**src/rtl/rsa_modexp_decryptor.sv**
```systemverilog
// Modular exponentiation C^d mod n using right-to-left square-and-multiply over two parallel Blakley multipliers.
// Optional macro RSA_EARLY_EXIT_EN: finish as soon as the remaining exponent bits are all zero.
module rsa_modexp_decryptor #(
    parameter int DATA_W = 16,
    parameter int EXP_W  = 16,
    parameter int OUT_W  = 8
) (
    input  logic              clk,
    input  logic              reset,
    input  logic              in_valid,
    output logic              in_ready,
    input  logic [DATA_W-1:0] in_cipher,
    input  logic [DATA_W-1:0] in_mod,
    input  logic [EXP_W-1:0]  in_exp,
    output logic              out_valid,
    input  logic              out_ready,
    output logic [OUT_W-1:0]  out_char,
    output logic [DATA_W-1:0] out_result,
    output logic              out_err,
    output logic              busy
);
    localparam int CW = $clog2(DATA_W + 1);
    localparam logic [CW-1:0] CNT_TOP = CW'(DATA_W - 1);

    typedef enum logic [1:0] {IDLE, INIT, COMPUTE, DONE} state_t;

    state_t            state_q, state_d;
    logic [DATA_W-1:0] cipher_q, cipher_d;
    logic [DATA_W-1:0] mod_q, mod_d;
    logic [EXP_W-1:0]  exp_q, exp_d;
    logic [DATA_W-1:0] res_q, res_d;
    logic [DATA_W-1:0] base_q, base_d;
    logic [DATA_W:0]   accSq_q, accSq_d;
    logic [DATA_W:0]   accMul_q, accMul_d;
    logic [CW-1:0]     cnt_q, cnt_d;
    logic              err_q, err_d;
    logic              outValid_q, outValid_d;
    logic [OUT_W-1:0]  outChar_q, outChar_d;
    logic [DATA_W-1:0] outResult_q, outResult_d;
    logic              outErr_q, outErr_d;

    logic              yBit;
    logic [DATA_W:0]   sqNext, mulNext;
    logic              expDone;
    logic              initSkip;

    // One Blakley step: acc = (2*acc + (ybit ? x : 0)) mod n, with acc and x already reduced below n.
    function automatic logic [DATA_W:0] blakleyStep(input logic [DATA_W:0] acc,
                                                    input logic [DATA_W-1:0] x,
                                                    input logic ybitIn,
                                                    input logic [DATA_W-1:0] n);
        logic [DATA_W:0] t;
        logic [DATA_W:0] nExt;
        nExt = {1'b0, n};
        t = acc << 1;
        if (t >= nExt) t = t - nExt;
        if (ybitIn) t = t + {1'b0, x};
        if (t >= nExt) t = t - nExt;
        return t;
    endfunction

    assign yBit    = |((base_q >> cnt_q) & DATA_W'(1));
    assign sqNext  = blakleyStep(accSq_q, base_q, yBit, mod_q);
    assign mulNext = blakleyStep(accMul_q, res_q, yBit, mod_q);

`ifdef RSA_EARLY_EXIT_EN
    assign expDone  = ((exp_q >> 1) == '0);
    assign initSkip = (exp_q == '0);
`else
    localparam int BW = $clog2(EXP_W + 1);
    localparam logic [BW-1:0] BIT_LAST = BW'(EXP_W - 1);
    logic [BW-1:0] bitCnt_q, bitCnt_d;

    assign bitCnt_d = (state_q == INIT) ? '0 :
                      (state_q == COMPUTE && cnt_q == '0) ? bitCnt_q + BW'(1) : bitCnt_q;
    assign expDone  = (bitCnt_q == BIT_LAST);
    assign initSkip = 1'b0;

    always_ff @(posedge clk) begin
        if (reset) bitCnt_q <= '0;
        else       bitCnt_q <= bitCnt_d;
    end
`endif

    always_comb begin
        state_d     = state_q;
        cipher_d    = cipher_q;
        mod_d       = mod_q;
        exp_d       = exp_q;
        res_d       = res_q;
        base_d      = base_q;
        accSq_d     = accSq_q;
        accMul_d    = accMul_q;
        cnt_d       = cnt_q;
        err_d       = err_q;
        outValid_d  = outValid_q;
        outChar_d   = outChar_q;
        outResult_d = outResult_q;
        outErr_d    = outErr_q;
        case (state_q)
            IDLE: begin
                if (in_valid) begin
                    cipher_d = in_cipher;
                    mod_d    = in_mod;
                    exp_d    = in_exp;
                    err_d    = 1'b0;
                    state_d  = INIT;
                end
            end
            INIT: begin
                accSq_d  = '0;
                accMul_d = '0;
                cnt_d    = CNT_TOP;
                if (mod_q < DATA_W'(2) || cipher_q >= mod_q) begin
                    err_d   = 1'b1;
                    res_d   = '0;
                    state_d = DONE;
                end else begin
                    res_d   = DATA_W'(1);
                    base_d  = cipher_q;
                    state_d = initSkip ? DONE : COMPUTE;
                end
            end
            COMPUTE: begin
                // The last step of a round commits the square always and the product only for a set exponent bit.
                if (cnt_q == '0) begin
                    base_d   = sqNext[DATA_W-1:0];
                    if (exp_q[0]) res_d = mulNext[DATA_W-1:0];
                    exp_d    = exp_q >> 1;
                    accSq_d  = '0;
                    accMul_d = '0;
                    cnt_d    = CNT_TOP;
                    if (expDone) state_d = DONE;
                end else begin
                    accSq_d  = sqNext;
                    accMul_d = mulNext;
                    cnt_d    = cnt_q - CW'(1);
                end
            end
            DONE: begin
                if (!outValid_q) begin
                    outValid_d  = 1'b1;
                    outResult_d = res_q;
                    outChar_d   = res_q[OUT_W-1:0];
                    outErr_d    = err_q || ((res_q >> OUT_W) != '0);
                end else if (out_ready) begin
                    outValid_d = 1'b0;
                    state_d    = IDLE;
                end
            end
            default: state_d = IDLE;
        endcase
    end

    always_ff @(posedge clk) begin
        if (reset) begin
            state_q     <= IDLE;
            cipher_q    <= '0;
            mod_q       <= '0;
            exp_q       <= '0;
            res_q       <= '0;
            base_q      <= '0;
            accSq_q     <= '0;
            accMul_q    <= '0;
            cnt_q       <= '0;
            err_q       <= 1'b0;
            outValid_q  <= 1'b0;
            outChar_q   <= '0;
            outResult_q <= '0;
            outErr_q    <= 1'b0;
        end else begin
            state_q     <= state_d;
            cipher_q    <= cipher_d;
            mod_q       <= mod_d;
            exp_q       <= exp_d;
            res_q       <= res_d;
            base_q      <= base_d;
            accSq_q     <= accSq_d;
            accMul_q    <= accMul_d;
            cnt_q       <= cnt_d;
            err_q       <= err_d;
            outValid_q  <= outValid_d;
            outChar_q   <= outChar_d;
            outResult_q <= outResult_d;
            outErr_q    <= outErr_d;
        end
    end

    assign in_ready   = (state_q == IDLE);
    assign busy       = (state_q != IDLE);
    assign out_valid  = outValid_q;
    assign out_char   = outChar_q;
    assign out_result = outResult_q;
    assign out_err    = outErr_q;

endmodule

```
**config.mk**
```make
export PLATFORM = sky130hd
export DESIGN_NAME = rsa_modexp_decryptor
export DESIGN_NICKNAME = d
export VERILOG_FILES = /design/src/rtl/rsa_modexp_decryptor.sv
export SDC_FILE = /design/constraint.sdc
export NUM_CORES = 1
export LEC_CHECK = 0
export CORE_ASPECT_RATIO = 0.6
export CORE_MARGIN = 3
export CORE_UTILIZATION = 35
export DETAILED_ROUTE_END_ITERATION = 10
export HOLD_SLACK_MARGIN = 0.05
export RECOVER_POWER = 25
export SLEW_MARGIN = 20
export SYNTH_ARGS = -nofsm -noshare
export SYNTH_HDL_FRONTEND = slang
export SYNTH_SLANG_ARGS = --single-unit
```
**constraint.sdc**
```tcl
create_clock -name clk -period 9.55 [get_ports clk]
set_clock_uncertainty 0.2 [all_clocks]
set_input_delay 1.91 -clock clk [delete_from_list [all_inputs] [get_ports clk]]
set_output_delay 1.91 -clock clk [all_outputs]
set_load 0.1 [all_outputs]
```
Yosys cells after proc, flatten, opt, wreduce, memory -nomap -nowiden
Cells that the tools add are included.
{"block": "word_totals", "ramBits": 0, "mem_bits_ro": 0, "out_inout_bits": 28, "register_bits": 151, "in_bits": 52, "elab_cells": 95, "latch_bits": 0, "memories": 0}
{"block": "classes", "n_mul": 0, "magnitude_cmp": 6, "shifts": 1, "n_reduce_logical": 18, "div": 0, "bitwise_logic": 1, "add_sub_neg": 8, "eq_ne": 12, "mux": 34}
{"operator": "$mux W16", "count": 10}
{"operator": "$pmux W16 S2", "count": 5}
{"operator": "$ge A17 B16 Y1", "count": 4}
{"operator": "$mux W17", "count": 4}
{"operator": "$add A17 B16 Y17", "count": 2}
{"operator": "$sub A17 B16 Y17", "count": 2}
{"operator": "$sub A16 B16 Y16", "count": 2}
{"operator": "$ge A16 B16 Y1", "count": 1}
{"operator": "$lt A16 B2 Y1 const B", "count": 1}
{"operator": "$reduce_bool A16 Y1", "count": 1}
{"operator": "$shr A16 B5 Y1", "count": 1}
{"operator": "$ne A2 B2 Y1 const B", "count": 6}
{"operator": "$reduce_and A3 Y1", "count": 4}
{"operator": "$mux W2", "count": 5}
{"operator": "$pmux W5 S2", "count": 1}
{"operator": "$pmux W2 S4", "count": 1}
{"operator": "$reduce_bool A2 Y1", "count": 4}
{"operator": "$mux W1", "count": 6}
{"operator": "$add A5 B1 Y5 const B", "count": 1}
{"operator": "$eq A5 B4 Y1 const B", "count": 1}
{"operator": "$logic_not A5 Y1", "count": 1}
{"operator": "$mux W5", "count": 1}
{"operator": "$reduce_and A5 Y1", "count": 1}
{"operator": "$sub A5 B1 Y5 const B", "count": 1}
{"operator": "10 further kinds", "count": 14}

Longest topological paths before layout
Gate-level depths: netlist (run 1).
{"block": "logic_depth", "word_depth": 9, "depth_mapped": 32, "ltp_nobuf": 28}

Worst setup path after synthesis (run 1)
Ideal clock, no wire load.
{"block": "synth_timing", "kind": "flip-flop to flip-flop", "start": "register mod_q[1]", "end": "register accMul_q[6]", "synth_period_minus_slack_ns": 6.725, "t_required_ns": 9.233, "setup_ns": 0.117, "n_path_buf": 1, "stages_incl_launch_ff": 27, "slack_ns": 2.825, "t_arrival_ns": 6.408, "path_cell_list": "dfxtp_1 -> inv_1 -> ha_1 -> nor2b_1 -> o31a_1 -> o21ai_1 -> a211oi_2 -> o31ai_4 -> buf_4 -> mux2i_1 -> inv_1 -> ha_1 -> a211oi_2 -> o21ai_1 -> a2111oi_2 -> nor4_1 -> o32a_1 -> xor2_1 -> mux2_2 -> ha_1 -> a21oi_1 -> o21bai_1 -> a21oi_1 -> o211ai_1 -> mux2i_4 -> mux2_2 -> a22o_1"}
{"block": "synth_between", "elab_chain_cells": 8, "elab_cells_between_ends": 10, "cone_classes": "add/sub (3); order compare (2); mux (5)"}
{"item": "start: declaration", "line": "29", "rtl": "logic [DATA_W-1:0] mod_q, mod_d;"}
{"item": "start signal: assignment", "line": "174", "rtl": "mod_q <= mod_d;"}
{"item": "$sub A17 B16 Y17 or $ge A17 B16 Y1 (tied branches)", "line": "56", "rtl": "if (t >= nExt) t = t - nExt;"}
{"item": "$mux W17", "line": "56"}
{"item": "$add A17 B16 Y17", "line": "57", "rtl": "if (ybitIn) t = t + {1'b0, x};"}
{"item": "$mux W17", "line": "57"}
{"item": "$sub A16 B16 Y16 or $ge A17 B16 Y1 (tied branches)", "line": "58", "rtl": "if (t >= nExt) t = t - nExt;"}
{"item": "$mux W16 *", "line": "58"}
{"item": "$mux W16 *", "line": "126", "rtl": "if (cnt_q == '0) begin"}
{"item": "$pmux W16 S2 *", "line": "100", "rtl": "case (state_q)"}
{"item": "end signal: assignment", "line": "179", "rtl": "accMul_q <= accMul_d;"}
{"item": "end: declaration", "line": "34", "rtl": "logic [DATA_W:0] accMul_q, accMul_d;"}
Every way passes the cells marked *; elsewhere a longest branch is shown, timed or not.
A chain may end at the register's enable or synchronous reset.

Worst setup path after layout (run 1)
Ends and elaborated chain as after synthesis.

==> summary.txt, run 1 <==
Status
  – Outcome: finished with violations
  – Failing checks: capacitance limit, slew limit

Synthesis
  – Post-synth top area share: 23.95%
  – Post-synth ARST share: 0%
  – Syn_area_per_cell: 8.115 um2
  – Post-synthesis cell type with the largest combined area: dfxtp_1
  – Ys Warns: 0
  – Post-Syn Nets: 1651
  – Count of cell types in the netlist: 83
  – Post-synthesis register bit count: 143
  – Top_reg_cell synth: dfxtp_1
  – Sequential share of the synthesized area: 23.95%
  – Top cells by area, synth: dfxtp_1, ha_1, nand2_1
  – EDFF count, synth: 0
  – Netlist Area Pre-Place: 11950 um2
  – Post-synthesis instance total: 1473

Setup path
  – Crit path required time: 9.69 ns
  – WP data arrival: 8.54 ns
  – Startpoint types: flop
  – CP Max Fanout: 16
  – WS Path Type: flop to flop
  – Crit end category: flop

CTS
  – Cts repair resizes: 0
  – Post-CTS Setup Repair Bufs: 0
  – Clock-pin slew on the worst setup and hold paths: 0.07 ns
  – Clock Tree Buf Depth: 2
  – Root buffer cell: clkbuf_16
  – Number of clock sinks: 143
  – CTS tree: yes
  – Htree depth: 4
  – Worst skew pair latency: 0.44 ns
  – CTS buffer count: 17
  – CTS Hold Bufs: 0

Detailed routing
  – Avg WL per Cell: 19.06 um
  – Number of DRC markers in iteration 0: 1122
  – Via Count: 11170
  – DR pass1 iterations: 6
  – DRC: 0
  – ANT nets after route: 0
  – Total Wirelength: 37590 um
  – Avg Vias per Cell: 5.664

GRT
  – Total grt overflow: 0
  – First-pass GRT wire length: 58510 um
  – GRT Resource Usage Total: 20.54%
  – Vias in the first global route: 10150
  – Largest net degree at the start of global routing: 75
  – Antenna violations before repair: 2

Floorplan
  – Die X: 244.6 um
  – Placement row count: 51
  – Core Box Area: 33050 um2
  – Die ar.: 36480 um2
  – Num ports: 80
  – Initial Utilization: 36.16%
  – Die Y: 149.2 um

Timing
  – Final Hold Viols: 0
  – Pins Over Slew Limit: 121
  – RSZ-0062 raised after global routing: false
  – Setup tns final: 0 ns
  – Fin crit share: 88.05%
  – Maximum operating frequency: 0.1189 GHz
  – Final setup vio count: 0
  – Slew headroom: -117.0%
  – Worst slew pin tran: 3.255 ns
  – Min Tclk post-route: 8.409 ns

Final layout
  – Share of layout cells above drive strength 1: 8.213%
  – Diode count: 0
  – Fin nets: 1688
  – Area Growth Syn to Fin: 14.26%

Job
  – Max-capacitance violation count: 2

Place
  – Port buffer count: 79
  – Final Wtd Congestion: 0.9780
  – DP HPWL: 29110 um

Worst hold path
  – HP Class: flop to flop
[layer usage]
metal	vias up	part of all wire, %	track usage (%)
met5	-	0	0
met4	0	1.2	4.186
met3	35	8.9	4.778
met2	417	37	26.93
met1	5264	53	33.01
li1	5453	-	-
[cells by family (layout without fill, tap and decap cells)]
family / after synthesis / in the layout / share of synthesized area (%)
fa+ha+maj: 126 / 126 / 13.57
xor+xnor: 75 / 75 / 5.495
simple gates: 463 / 463 / 18.65
flops: 143 / 143 / 23.95
compound gates: 414 / 414 / 23.12
mux: 113 / 113 / 10.30
buf+inv: 139 / 188 / 4.919
[critical path, stage by stage (launching register included)]
cell and delay (ns):
dfxtp_1 0.49, inv_1 0.27, ha_1 0.38, nor2b_1 0.16
o31a_1 0.31, o21ai_1 0.39, a211oi_2 0.18, o31ai_4 0.56
buf_4 0.28, mux2i_1 0.35, inv_1 0.08, ha_1 0.32
a211oi_2 0.25, o21ai_1 0.15, a2111oi_2 0.60, nor4_1 0.19
o32a_1 0.42, xor2_1 0.15, mux2_2 0.27, ha_1 0.36
a21oi_1 0.17, o21bai_1 0.09, a21oi_1 0.19, o211ai_1 0.16
mux2i_4 0.69, mux2_2 0.43, a22o_1 0.21
[metrics by stage]
| stage | std cells | cell area [um2] | utilization [%] | hold WS, ns | worst slack, ns |
|---|---|---|---|---|---|
| after floorplan | 1473 | 11950 | - | 0.2363 | 2.825 |
| after global placement | 1941 | 13070 | 39.54 | 0.2470 | 1.544 |
| after detailed placement | 1941 | 13080 | 39.56 | 0.2466 | 1.325 |
| after CTS | 1972 | 13660 | 41.33 | 0.2554 | 1.269 |
| after global routing | 1972 | 13660 | 41.32 | 0.2699 | 0.6313 |
| final | 1972 | 13660 | 41.32 | 0.2542 | 1.141 |
[sequential cells by signal, summed over array words and instances, names as in the netlist]
register and cells:
accSq_q 16, out_err 1, err_q 1, res_q 16, state_q 2, bitCnt_q 5
base_q 16, exp_q 16, mod_q 16, cipher_q 16, out_char 7, accMul_q 16
cnt_q 5, out_result 9, out_valid 1
[Yosys cell counts, drive strengths merged (5+ instances only)]
library cell / number
a2111oi: 7
a211o: 5
a211oi: 30
a21o: 39
a21oi: 125
a22o: 10
a311oi: 5
a31oi: 10
and2: 9
and3: 16
buf: 23
clkbuf: 49
dfxtp: 143
fa: 6
ha: 120
inv: 67
mux2: 47
mux2i: 64
nand2: 182
nand2b: 14
nand3: 20
nand3b: 17
nand4: 12
nor2: 86
nor2b: 17
nor3: 41
nor3b: 5
nor4: 9
o211ai: 23
o21a: 12
o21ai: 82
o21bai: 13
o311ai: 5
o31a: 8
o31ai: 5
or2: 7
or3: 11
or4b: 10
xnor2: 50
xor2: 25
[worst paths after layout]
check | cells past startpoint | slack (ns) | from | end
hold / removal | 2 | 0.25 | out_result[9] | out_result[9]
setup reg to reg | 26 | 1.14 | mod_q[1] | accMul_q[6]
setup / recovery | 26 | 1.14 | mod_q[1] | accMul_q[6]
hold reg to reg | 2 | 0.25 | out_result[9] | out_result[9]
[cell usage in the layout (no fill, tap or decap), drive strengths merged, types with 13 or more instances in the layout]
cell           Yosys  routed
o21bai            13      13
xnor2             50      50
and3              16      16
clkbuf            49      20
nor2              86      86
nor3              41      41
nand2b            14      14
nand2            182     182
xor2              25      25
a21o              39      39
nand3b            17      17
a211oi            30      30
mux2i             64      64
ha               120     120
nand3             20      20
dfxtp            143     143
mux2              47      47
clkdlybuf4s50      0      78
inv               67      71
o211ai            23      23
o21ai             82      82
a21oi            125     125
nor2b             17      17
[area by class of cell]
| cell class | count | area, um2 |
|---|---|---|
| sequential | 143 | 2863 |
| timing repair buffer | 90 | 863.3 |
| inverter | 67 | 251.5 |
| clock inverter | 13 | 156.4 |
| multi-input combinational | 1191 | 8532 |
| tap | 450 | 563.0 |
| clock buffer | 18 | 429.2 |
| fill | 3377 | 19400 |
Power of run 1 is not shown: default switching activity piles up to over one toggle a cycle in this logic, so the estimate is an artifact.
==> inputs of run 2 (changes only) <==
--- a/config.mk
+++ b/config.mk
@@ -7,9 +7,10 @@
 export LEC_CHECK = 0
 export CORE_ASPECT_RATIO = 0.6
 export CORE_MARGIN = 3
-export CORE_UTILIZATION = 35
+export CORE_UTILIZATION = 50
 export DETAILED_ROUTE_END_ITERATION = 10
 export HOLD_SLACK_MARGIN = 0.05
+export PLACE_DENSITY = 0.69
 export RECOVER_POWER = 25
 export SLEW_MARGIN = 20
 export SYNTH_ARGS = -nofsm -noshare
==> run 2 against run 1 <==
The run still ends with capacitance limit, slew limit left. Worst hold slack better by 0.00073 ns. Via count up 1.2%. Critical path depth down 1. Worst setup slack better by 0.21 ns. Global-route usage up 7.6 points.
==> summary.txt, run 2 (synthesis gave the netlist of run 1 again) <==
Status
  – Outcome: finished with violations
  – Failing checks: capacitance limit, slew limit

Final layout
  – Cell area after layout: 13490 um2
  – Area Growth Syn to Fin: 12.81%
  – Diode count: 0
  – FF/Latch Area: 2863 um2
  – Share of layout cells above drive strength 1: 8.092%
  – Number of fill cells: 2160
  – Fin nets: 1687
  – Layout Cells excl Fill: 1835
  – Footprint of the multi-input gates: 8531 um2
  – Commonest non-fill, non-tap cell in the layout: nand2_1
  – Final design utilization: 57.89%
  – Most frequent cells in the layout: nand2_1, dfxtp_1, a21oi_1

Place
  – Port buffer count: 79
  – Final Wtd Congestion: 1.011
  – Inst Count DP: 1805
  – Placed instance area: 12900 um2
  – DP HPWL: 28140 um

Detailed routing
  – Avg WL per Cell: 19.91 um
  – Number of DRC markers in iteration 0: 1089
  – Total Wirelength: 36540 um
  – DRC: 0
  – Avg Vias per Cell: 6.161
  – DR pass1 iterations: 8
  – ANT nets after route: 0
  – Via Count: 11310

Timing
  – Pins Over Slew Limit: 121
  – Slew headroom: -105.9%
  – RSZ-0062 raised after global routing: false
  – Setup tns final: 0 ns
  – Final setup vio count: 0
  – Fin crit share: 85.81%
  – Final Hold Viols: 0
  – Min Tclk post-route: 8.195 ns
  – Maximum operating frequency: 0.1220 GHz
  – Worst slew pin tran: 3.089 ns

GRT
  – First-pass GRT wire length: 57460 um
  – Largest net degree at the start of global routing: 75
  – GRT Resource Usage Total: 28.11%
  – Total grt overflow: 0
  – Antenna violations before repair: 0
  – Vias in the first global route: 10370

Setup path
  – CP Max Fanout: 16
  – Startpoint types: flop
  – Crit end category: flop
  – Slowest cell on crit path: o31ai_4
  – CP dominant cell by count: ha_1
  – Critical path's top delay family: compound AO/OA/AOI/OAI gates
  – Crit path required time: 9.67 ns
  – WP data arrival: 8.32 ns
  – Crit. Startpoint: mod_q[1]
  – WS Path Type: flop to flop
  – Slowest Stage Delay on Critical Path: 0.65 ns
  – Crit path buf inv count: 2
  – Worst R2R Start: mod_q[1]

CTS
  – Post-CTS Setup Repair Bufs: 0
  – Number of clock sinks: 143
  – Htree depth: 4
  – Worst skew pair latency: 0.43 ns
  – CTS buffer count: 17
  – CTS tree: yes
  – CTS Hold Bufs: 0
  – Clock Tree Buf Depth: 2
  – Clock-pin slew on the worst setup and hold paths: 0.07 ns
  – Cts repair resizes: 0
  – Root buffer cell: clkbuf_16

Worst hold path
  – HP Class: flop to flop
  – Worst Hold Launch: out_result[15]

Floorplan
  – Core Box Area: 23300 um2
  – Placement row count: 43
  – Die ar.: 25860 um2
  – Die Y: 125.8 um
  – Die X: 205.6 um
  – Num ports: 80
  – Initial Utilization: 51.31%

Job
  – Max-capacitance violation count: 2
[run 2: worst reg2reg max path, stage by stage (launching register included)]
cell	delay, ns
dfxtp_1	0.47
inv_1	0.27
ha_1	0.38
nor2b_1	0.16
o31a_1	0.30
o21ai_1	0.40
a211oi_2	0.20
o31ai_4	0.65
buf_4	0.29
mux2_2	0.36
ha_1	0.32
o21ai_0	0.13
o21ai_1	0.16
a2111oi_2	0.51
nor4_1	0.18
o32a_1	0.41
xor2_1	0.15
mux2_2	0.28
ha_1	0.38
a21oi_1	0.17
o21bai_1	0.07
a21oi_1	0.20
o211ai_1	0.16
mux2i_4	0.64
mux2_1	0.44
a22o_1	0.21
[run 2: metal layers]
layer / vias up / part of all wire (%) / global-route usage (%) / routed length [um]
li1: 5436 / - / - / -
met1: 5358 / 50 / 44.96 / 18240
met2: 479 / 38 / 36.51 / 13710
met3: 32 / 11 / 7.802 / 4073
met4: 0 / 1.4 / 5.982 / 511
met5: - / 0 / 0 / 0
[run 2: path summary, 6_finish.rpt]
path / to / slack, ns / depth (start not counted)
max: accMul_q[13] / 1.36 / 25
min: out_result[15] / 0.25 / 2
max reg2reg: accMul_q[13] / 1.36 / 25
min reg2reg: out_result[15] / 0.25 / 2
[run 2: cell type report]
| class | count | share of cell area (%) |
|---|---|---|
| clock buffer | 18 | 3.182 |
| clock inverter | 12 | 1.197 |
| inverter | 67 | 1.865 |
| multi-input combinational | 1191 | 63.26 |
| sequential | 143 | 21.23 |
| tap | 315 | 2.923 |
| timing repair buffer | 89 | 6.346 |
[run 2: through the flow]
step / setup slack (ns) / hold WS (ns)
after floorplan: 2.825 / 0.2363
after global placement: 1.595 / 0.2473
after detailed placement: 1.450 / 0.2494
after CTS: 1.428 / 0.2581
after global routing: 0.7939 / 0.2822
final: 1.355 / 0.2549
Power of run 2 is left out for the same reason.
==> inputs of run 3 (changes only) <==
--- a/config.mk
+++ b/config.mk
@@ -8,6 +8,7 @@
 export CORE_ASPECT_RATIO = 0.6
 export CORE_MARGIN = 3
 export CORE_UTILIZATION = 50
+export CTS_CLUSTER_SIZE = 10
 export DETAILED_ROUTE_END_ITERATION = 10
 export HOLD_SLACK_MARGIN = 0.05
 export PLACE_DENSITY = 0.69
==> constraint.sdc (replaced) <==
create_clock -name clk -period 7.88 [get_ports clk]
set_clock_uncertainty 0.2 [all_clocks]
set_input_delay 1.576 -clock clk [delete_from_list [all_inputs] [get_ports clk]]
set_output_delay 1.576 -clock clk [all_outputs]
set_load 0.1 [all_outputs]
==> run 3 against run 2 <==
The run still ends with capacitance limit, slew limit left. Via count barely moved. Critical path depth rose by 4. Design area rose by 0.94%. Maximum frequency rose by 9.5%. First-iteration DRC count fell by 2.6%. Global-route usage rose by 0.40 points. Utilization rose by 0.54 points. Die area did not move. Highest routed layer unchanged.
==> summary.txt, run 3 (synthesis gave the netlist of run 1 again) <==
Final layout
  – Share of layout cells above drive strength 1: 9.422%
  – Commonest non-fill, non-tap cell in the layout: nand2_1
  – Fin nets: 1704
  – Most frequent cells in the layout: nand2_1, dfxtp_1, a21oi_1
  – Area Growth Syn to Fin: 13.87%

Timing
  – RSZ-0062 raised after global routing: false
  – Pins Over Slew Limit: 121
  – Worst slew pin tran: 3.182 ns
  – Final Hold Viols: 0
  – Setup tns final: 0 ns
  – Slew headroom: -112.1%
  – Min Tclk post-route: 7.482 ns
  – Final setup vio count: 0
  – Fin crit share: 94.95%
  – Maximum operating frequency: 0.1336 GHz

Job
  – Max-capacitance violation count: 2

CTS
  – Clock Tree Buf Depth: 2
  – Root buffer cell: clkbuf_16
  – CTS Hold Bufs: 0
  – Htree depth: 4
  – CTS buffer count: 17
  – Clock-pin slew on the worst setup and hold paths: 0.07 ns
  – CTS tree: yes
  – Number of clock sinks: 143
  – Worst skew pair latency: 0.44 ns

Detailed routing
  – Avg WL per Cell: 19.77 um
  – Total Wirelength: 36670 um
  – Via Count: 11300
  – DRC: 0
  – DR pass1 iterations: 5
  – Number of DRC markers in iteration 0: 1061
  – Avg Vias per Cell: 6.089
  – ANT nets after route: 0

Status
  – Failing checks: capacitance limit, slew limit
  – Outcome: finished with violations

Setup path
  – Slowest Stage Delay on Critical Path: 0.48 ns
  – WS Path Type: flop to flop
  – CP Max Fanout: 10
  – Crit end category: flop
  – Slowest cell on crit path: mux2i_1
  – Startpoint types: flop
  – WP data arrival: 7.59 ns
  – Crit path required time: 7.99 ns

GRT
  – Largest net degree at the start of global routing: 71
  – GRT Resource Usage Total: 28.51%
  – Antenna violations before repair: 2
  – Vias in the first global route: 10340
  – First-pass GRT wire length: 57920 um
  – Total grt overflow: 0

Floorplan
  – Die Y: 125.8 um
  – Die X: 205.6 um
  – Die ar.: 25860 um2
  – Num ports: 80
  – Placement row count: 43
  – Initial Utilization: 51.31%
  – Core Box Area: 23300 um2

Place
  – Port buffer count: 79
  – Final Wtd Congestion: 0.9626
  – DP HPWL: 28510 um

Worst hold path
  – HP Class: flop to flop
==> run 3: changes by cell type in the layout (fill, tap and decap cells not counted), sizes merged <==
cell / change
clkinv: -1
clkinvlp: +2
bufinv: -3
inv: +4
dlygate4sd3: +1
clkdlybuf4s50: -1
diode: +1
buf: +17
==> run 3: area by class of cell <==
type | instances | area (um2)
inverters | 67 | 251.5
fillers | 2160 | 9684
well taps | 315 | 394.1
flip-flops and latches | 143 | 2863
clock buffers | 18 | 439.2
diodes | 1 | 2.502
multi-input cells | 1191 | 8557
repair buffers | 106 | 983.4
clock inverters | 14 | 121.4
==> run 3: final timing paths <==
kind / from / endpoint / slack, ns / cells past startpoint
max: mod_q[1] / base_q[13] / 0.40 / 29
min: out_result[10] / out_result[10] / 0.26 / 2
max reg2reg: mod_q[1] / base_q[13] / 0.40 / 29
min reg2reg: out_result[10] / out_result[10] / 0.26 / 2
==> run 3: worst max-delay path, delay by kind of cell (launching register included) <==
kind / cells / cell delay (ns)
fa+ha+maj: 4 / 1.31
compound gates: 10 / 2.34
flops: 1 / 0.45
simple gates: 9 / 1.86
mux: 1 / 0.48
buf+inv: 5 / 0.72
==> run 3: metal layers <==
layer | vias up | global-route usage (%) | wire length, um
met5 | - | 0 | 0
met4 | 0 | 6.985 | 596
met3 | 54 | 7.827 | 4007
met2 | 477 | 37.14 | 13620
met1 | 5270 | 45.21 | 18450
li1 | 5495 | - | -
==> run 3: what timing repair did <==
action	4_1_cts	5_1_grt
resized for setup	0	3
buffers inserted	0	6
endpoints found under the setup margin	0	33
==> run 3: per-stage QoR <==
step                      utilization [%]  instance area, um2  hold WS [ns]  setup slack, ns  std cells
after floorplan                         -               11950        0.2363            1.155       1473
after global placement              55.70               12970        0.2449           0.6753       1816
after detailed placement            55.73               12980        0.2537           0.4683       1816
after CTS                           58.13               13540        0.2613           0.4103       1848
after global routing                58.42               13610        0.2781          0.01471       1854
final                               58.43               13610        0.2616           0.3976       1855
Power of run 3 is left out for the same reason.
==> patch 1 (settings of run 1) <==
Re-encode `state_t` (4 states) as one-hot, 4 bits wide.
--- a/src/rtl/rsa_modexp_decryptor.sv
+++ b/src/rtl/rsa_modexp_decryptor.sv
@@ -22,7 +22,7 @@
     localparam int CW = $clog2(DATA_W + 1);
     localparam logic [CW-1:0] CNT_TOP = CW'(DATA_W - 1);
 
-    typedef enum logic [1:0] {IDLE, INIT, COMPUTE, DONE} state_t;
+    typedef enum logic [3:0] {IDLE = 4'b0001, INIT = 4'b0010, COMPUTE = 4'b0100, DONE = 4'b1000} state_t;
 
     state_t            state_q, state_d;
     logic [DATA_W-1:0] cipher_q, cipher_d;
Behaviour: same outputs for any inputs over 10 cycles, from zero or initial values and one cycle with reset high; not proved beyond that.
==> patch 1 against run 1 <==
  * Worst setup slack lost 0.63 ns
  * Critical path depth fell by 1
  * Fmax is 7.0% lower
  * Non-clock buffer count is 10 higher
  * Utilization fell by 0.36 points
  * Sequential cell count is 2 higher
  * Area after synthesis fell by 2.8%
  * Cell area fell by 2.4%
  * Wire length grew 0.48%
  * Critical path type unchanged
==> patch 1: results (changes against run 1) <==
* GRT Overall Usage at 0.214 (was 0.205)
* Worst-path cell with the longest stage delay: a2111o_1 (was mux2i_4)
* Met2 GRT Util at 0.254 (was 0.269)
* Place WS at 0.782 ns (was 1.32 ns)
* CP Max Fanout at 20 (was 16)
* DR iter-0 viols at 1,066 (was 1,122)
* Slew margin rel. at 0.0830 (was -1.17)
* Largest net degree at the start of global routing at 68 (was 75)
* CTS Sinks at 145 (was 143)
* Share of cells above drive strength 1 at 0.0897 (was 0.0821)
* WL/cell at 19.7 µm (was 19.1 µm)
* Final #Nets at 1,655 (was 1,688)
* Adder-Cell Fraction of Synth Area at 0.135 (was 0.136)
* Post-synthesis net count at 1,604 (was 1,651)
* Vias in the first global route at 9,949 (was 10.1k)
* DR WL met3 at 4120 µm (was 3340 µm)
* Outcome: finished, final reports clean (was finished with violations)
* Multiplexer share of the synthesized area at 0.0835 (was 0.103)
* M3 GR Usage at 0.0859 (was 0.0478)
* Synth Area in Compound Gates at 0.251 (was 0.231)
* Seq/Total Area, Yosys at 0.250 (was 0.239)
* Vias per cell at 5.69 (was 5.66)
* Post-Syn Instances at 1,430 (was 1,473)
* Synth Area in XOR/XNOR at 0.0543 (was 0.0550)
* Initial antenna violation count at 0 (was 2)
* Post-DP HPWL at 29,200 µm (was 29,100 µm)
* Final instance area at 13,300 µm² (was 13,700 µm²)
-- patch 1: worst paths after layout --
kind,endpoint,depth (start not counted),slack [ns],startpoint
worst min-delay path,out_result[14],2,0.25,out_result[14]
worst min register to register,out_result[14],2,0.25,out_result[14]
worst max register to register,base_q[8],25,0.51,mod_q[1]
worst max-delay path,base_q[8],25,0.51,mod_q[1]
-- patch 1: area by class of cell --
type | count | area share
clock buffers | 19 | 0.0325
clock inverters | 13 | 0.00789
inverters | 53 | 0.0149
multi-input cells | 1164 | 0.616
flip-flops and latches | 145 | 0.218
well taps | 424 | 0.0398
repair buffers | 100 | 0.0710
-- patch 1: where the power goes --
part | internal, µW | switching (µW) | leakage (µW) | total [µW]
Clock | 337 | 295 | 0.000250 | 632
Combinational | 1230 | 1860 | 0.00396 | 3090
Sequential | 652 | 47.2 | 0.00118 | 700
Total | 2220 | 2200 | 0.00539 | 4420
==> patch 2 (settings of run 1) <==
Made on the original files. Set the parameter `DATA_W` to 32 (it was 16).
--- a/src/rtl/rsa_modexp_decryptor.sv
+++ b/src/rtl/rsa_modexp_decryptor.sv
@@ -1,7 +1,7 @@
 // Modular exponentiation C^d mod n using right-to-left square-and-multiply over two parallel Blakley multipliers.
 // Optional macro RSA_EARLY_EXIT_EN: finish as soon as the remaining exponent bits are all zero.
 module rsa_modexp_decryptor #(
-    parameter int DATA_W = 16,
+    parameter int DATA_W = 32,
     parameter int EXP_W  = 16,
     parameter int OUT_W  = 8
 ) (
Ports: changed (resized in_cipher, in_mod and out_result); port bits go from 80 to 128. The function was not compared with the original's and may differ.
==> patch 2 against run 1 <==
  * Highest routed layer unchanged
  * Die area is 86% higher
  * Critical path type unchanged
  * Count of clock-buffer cells in the layout is 20 higher
  * The flow still finishes with violations (capacitance limit, slew limit)
  * Wire length is 140% higher
  * Area after synthesis is 89% higher
  * Sequential cell count is 113 higher
  * Cell area is 91% higher
  * Largest cell class unchanged
  * First-iteration DRC count is 140% higher
  * Worst setup slack worse by 0.75 ns
  * Synthesized cell count is 98% higher
  * Via count is 110% higher
Power is not shown: default switching activity piles up to over one toggle a cycle in this logic, so the estimate is an artifact.
==> patch 2: results (changes against run 1) <==
* H-tree level count at 1 (was 4)
* Final #Nets at 3,336 (was 1,688)
* PortBufs at 127 (was 79)
* RD Place Congestion at 1.04 (was 0.978)
* Netlist cell types at 93 (was 83)
* CTS Buffer Depth at 3 (was 2)
* Worst path arrival time at 9.45 ns (was 8.54 ns)
* CP Max Fanout at 31 (was 16)
* Post-Syn Area per Cell at 7.77 µm² (was 8.12 µm²)
* Vias in the first global route at 20.5k (was 10.1k)
* DR iter-0 viols at 2,653 (was 1,122)
* Cell total after placement at 3,820 (was 1,941)
* Outcome: finished with violations (unchanged)
* GRT Overall Usage at 0.260 (was 0.205)
* Synth Area in Compound Gates at 0.255 (was 0.231)
* First-pass GRT wire length at 135,000 µm (was 58,500 µm)
* Adder-Cell Fraction of Synth Area at 0.133 (was 0.136)
* Synth area leaders: dfxtp_1, ha_1, nand2_1, a21oi_1, o21ai_0 (was dfxtp_1, ha_1, nand2_1, mux2i_1, a21oi_1)
* Synth Area in XOR/XNOR at 0.0588 (was 0.0550)
* Failing checks: capacitance limit, slew limit (unchanged)
* Initial antenna violation count at 0 (was 2)
* Fillers at 6,551 (was 3,377)
* Num CTS Buffers at 27 (was 17)
* Multiplexer share of the synthesized area at 0.0836 (was 0.103)
* Root buf cell: clkbuf_16 (unchanged)
* Post-DP HPWL at 71,800 µm (was 29,100 µm)
* Worst path max stage delay at 0.44 ns (was 0.69 ns)
* Worst-path cell with the longest stage delay: o41ai_1 (was mux2i_4)
* Place WS at 0.424 ns (was 1.32 ns)
* Clk Latency, worst-skew pair at 0.61 ns (was 0.44 ns)
* Post-synthesis net count at 3,235 (was 1,651)
* Share of cells above drive strength 1 at 0.0880 (was 0.0821)
* Worst-margin pin slew at 3.19 ns (was 3.25 ns)
* Post-synth top cells: nand2_1, a21oi_1, dfxtp_1 (was nand2_1, dfxtp_1, a21oi_1)
* Most used DFF post-synth: dfxtp_1 (unchanged)
* Vias per cell at 5.94 (was 5.66)
* Seq/Total Area, Yosys at 0.226 (was 0.239)
* Fin cells at 3,873 (was 1,972)
* MaxCap Viol Count at 2 (unchanged)
* Max Slew Vio Count at 119 (was 121)
* TritonRoute pass-1 iters at 8 (was 6)
* Drt total wl at 91,600 µm (was 37,600 µm)
* Largest net degree at the start of global routing at 70 (was 75)
## patch 2: changes by cell type after synthesis, sizes merged, moves of 52 or more
| cell | change |
|---|---|
| nor2 | +82 |
| clkbuf | +54 |
| ha | +111 |
| dfxtp | +113 |
| a21oi | +178 |
| xnor2 | +52 |
| nand2 | +229 |
| nand3 | +53 |
| o21ai | +116 |
## patch 2: repair_timing
item                                   CTS  global route
resized for setup                        0            12
setup buffers                            0             5
endpoints found under the hold margin    0             0
setup endpoints to repair                0           122
## patch 2: per-layer routing
metal	vias up	wire, µm	global-route usage
met1	10794	44400	0.401
met4	0	1500	0.0397
li1	10894	-	-
met2	1246	29900	0.298
met3	84	15800	0.150
met5	-	0	0
## patch 2: worst max-delay path, delay by kind of cell, from the launching register on
family | cells | cell delay (ns)
multiplexers | 2 | 0.65
AND/OR/NAND/NOR | 3 | 0.88
XOR/XNOR | 1 | 0.08
buffers and inverters | 6 | 1.11
flip-flops | 1 | 0.40
AO/OA/AOI/OAI | 22 | 4.53
adder cells (fa/ha/maj) | 3 | 1.13
## patch 2: area by class of cell
type | instances | area [µm²] | share of cell area
multi-input cells | 2412 | 16600 | 0.637
flip-flops and latches | 256 | 5130 | 0.197
repair buffers | 210 | 1950 | 0.0748
well taps | 839 | 1050 | 0.0403
clock buffers | 38 | 787 | 0.0302
inverters | 108 | 413 | 0.0158
clock inverters | 9 | 141 | 0.00542
diodes | 1 | 2.50 | 0.0000960
## patch 2: stage by stage
step / util / hold WS [ns] / TNS [ns] / area, µm²
floorplan: - / 0.236 / 0 / 22600
global placement: 0.395 / 0.245 / 0 / 25000
detailed placement: 0.395 / 0.247 / 0 / 25000
CTS: 0.410 / 0.254 / 0 / 26000
global route: 0.411 / 0.268 / -0.745 / 26100
finish: 0.411 / 0.253 / 0 / 26100
## patch 2: cell families after synthesis
| logic type | count (synthesis) |
|---|---|
| AO/OA/AOI/OAI | 896 |
| XOR/XNOR | 152 |
| adder cells (fa/ha/maj) | 237 |
| buffers and inverters | 246 |
| flip-flops | 256 |
| multiplexers | 167 |
| AND/OR/NAND/NOR | 960 |
## patch 2: worst paths after layout
| kind | start | to | slack (ns) | cells after the start |
|---|---|---|---|---|
| min reg2reg | out_result[10] | out_result[10] | 0.25 | 2 |
| min | out_result[10] | out_result[10] | 0.25 | 2 |
| max | mod_q[22] | base_q[19] | 0.39 | 37 |
| max reg2reg | mod_q[22] | base_q[19] | 0.39 | 37 |
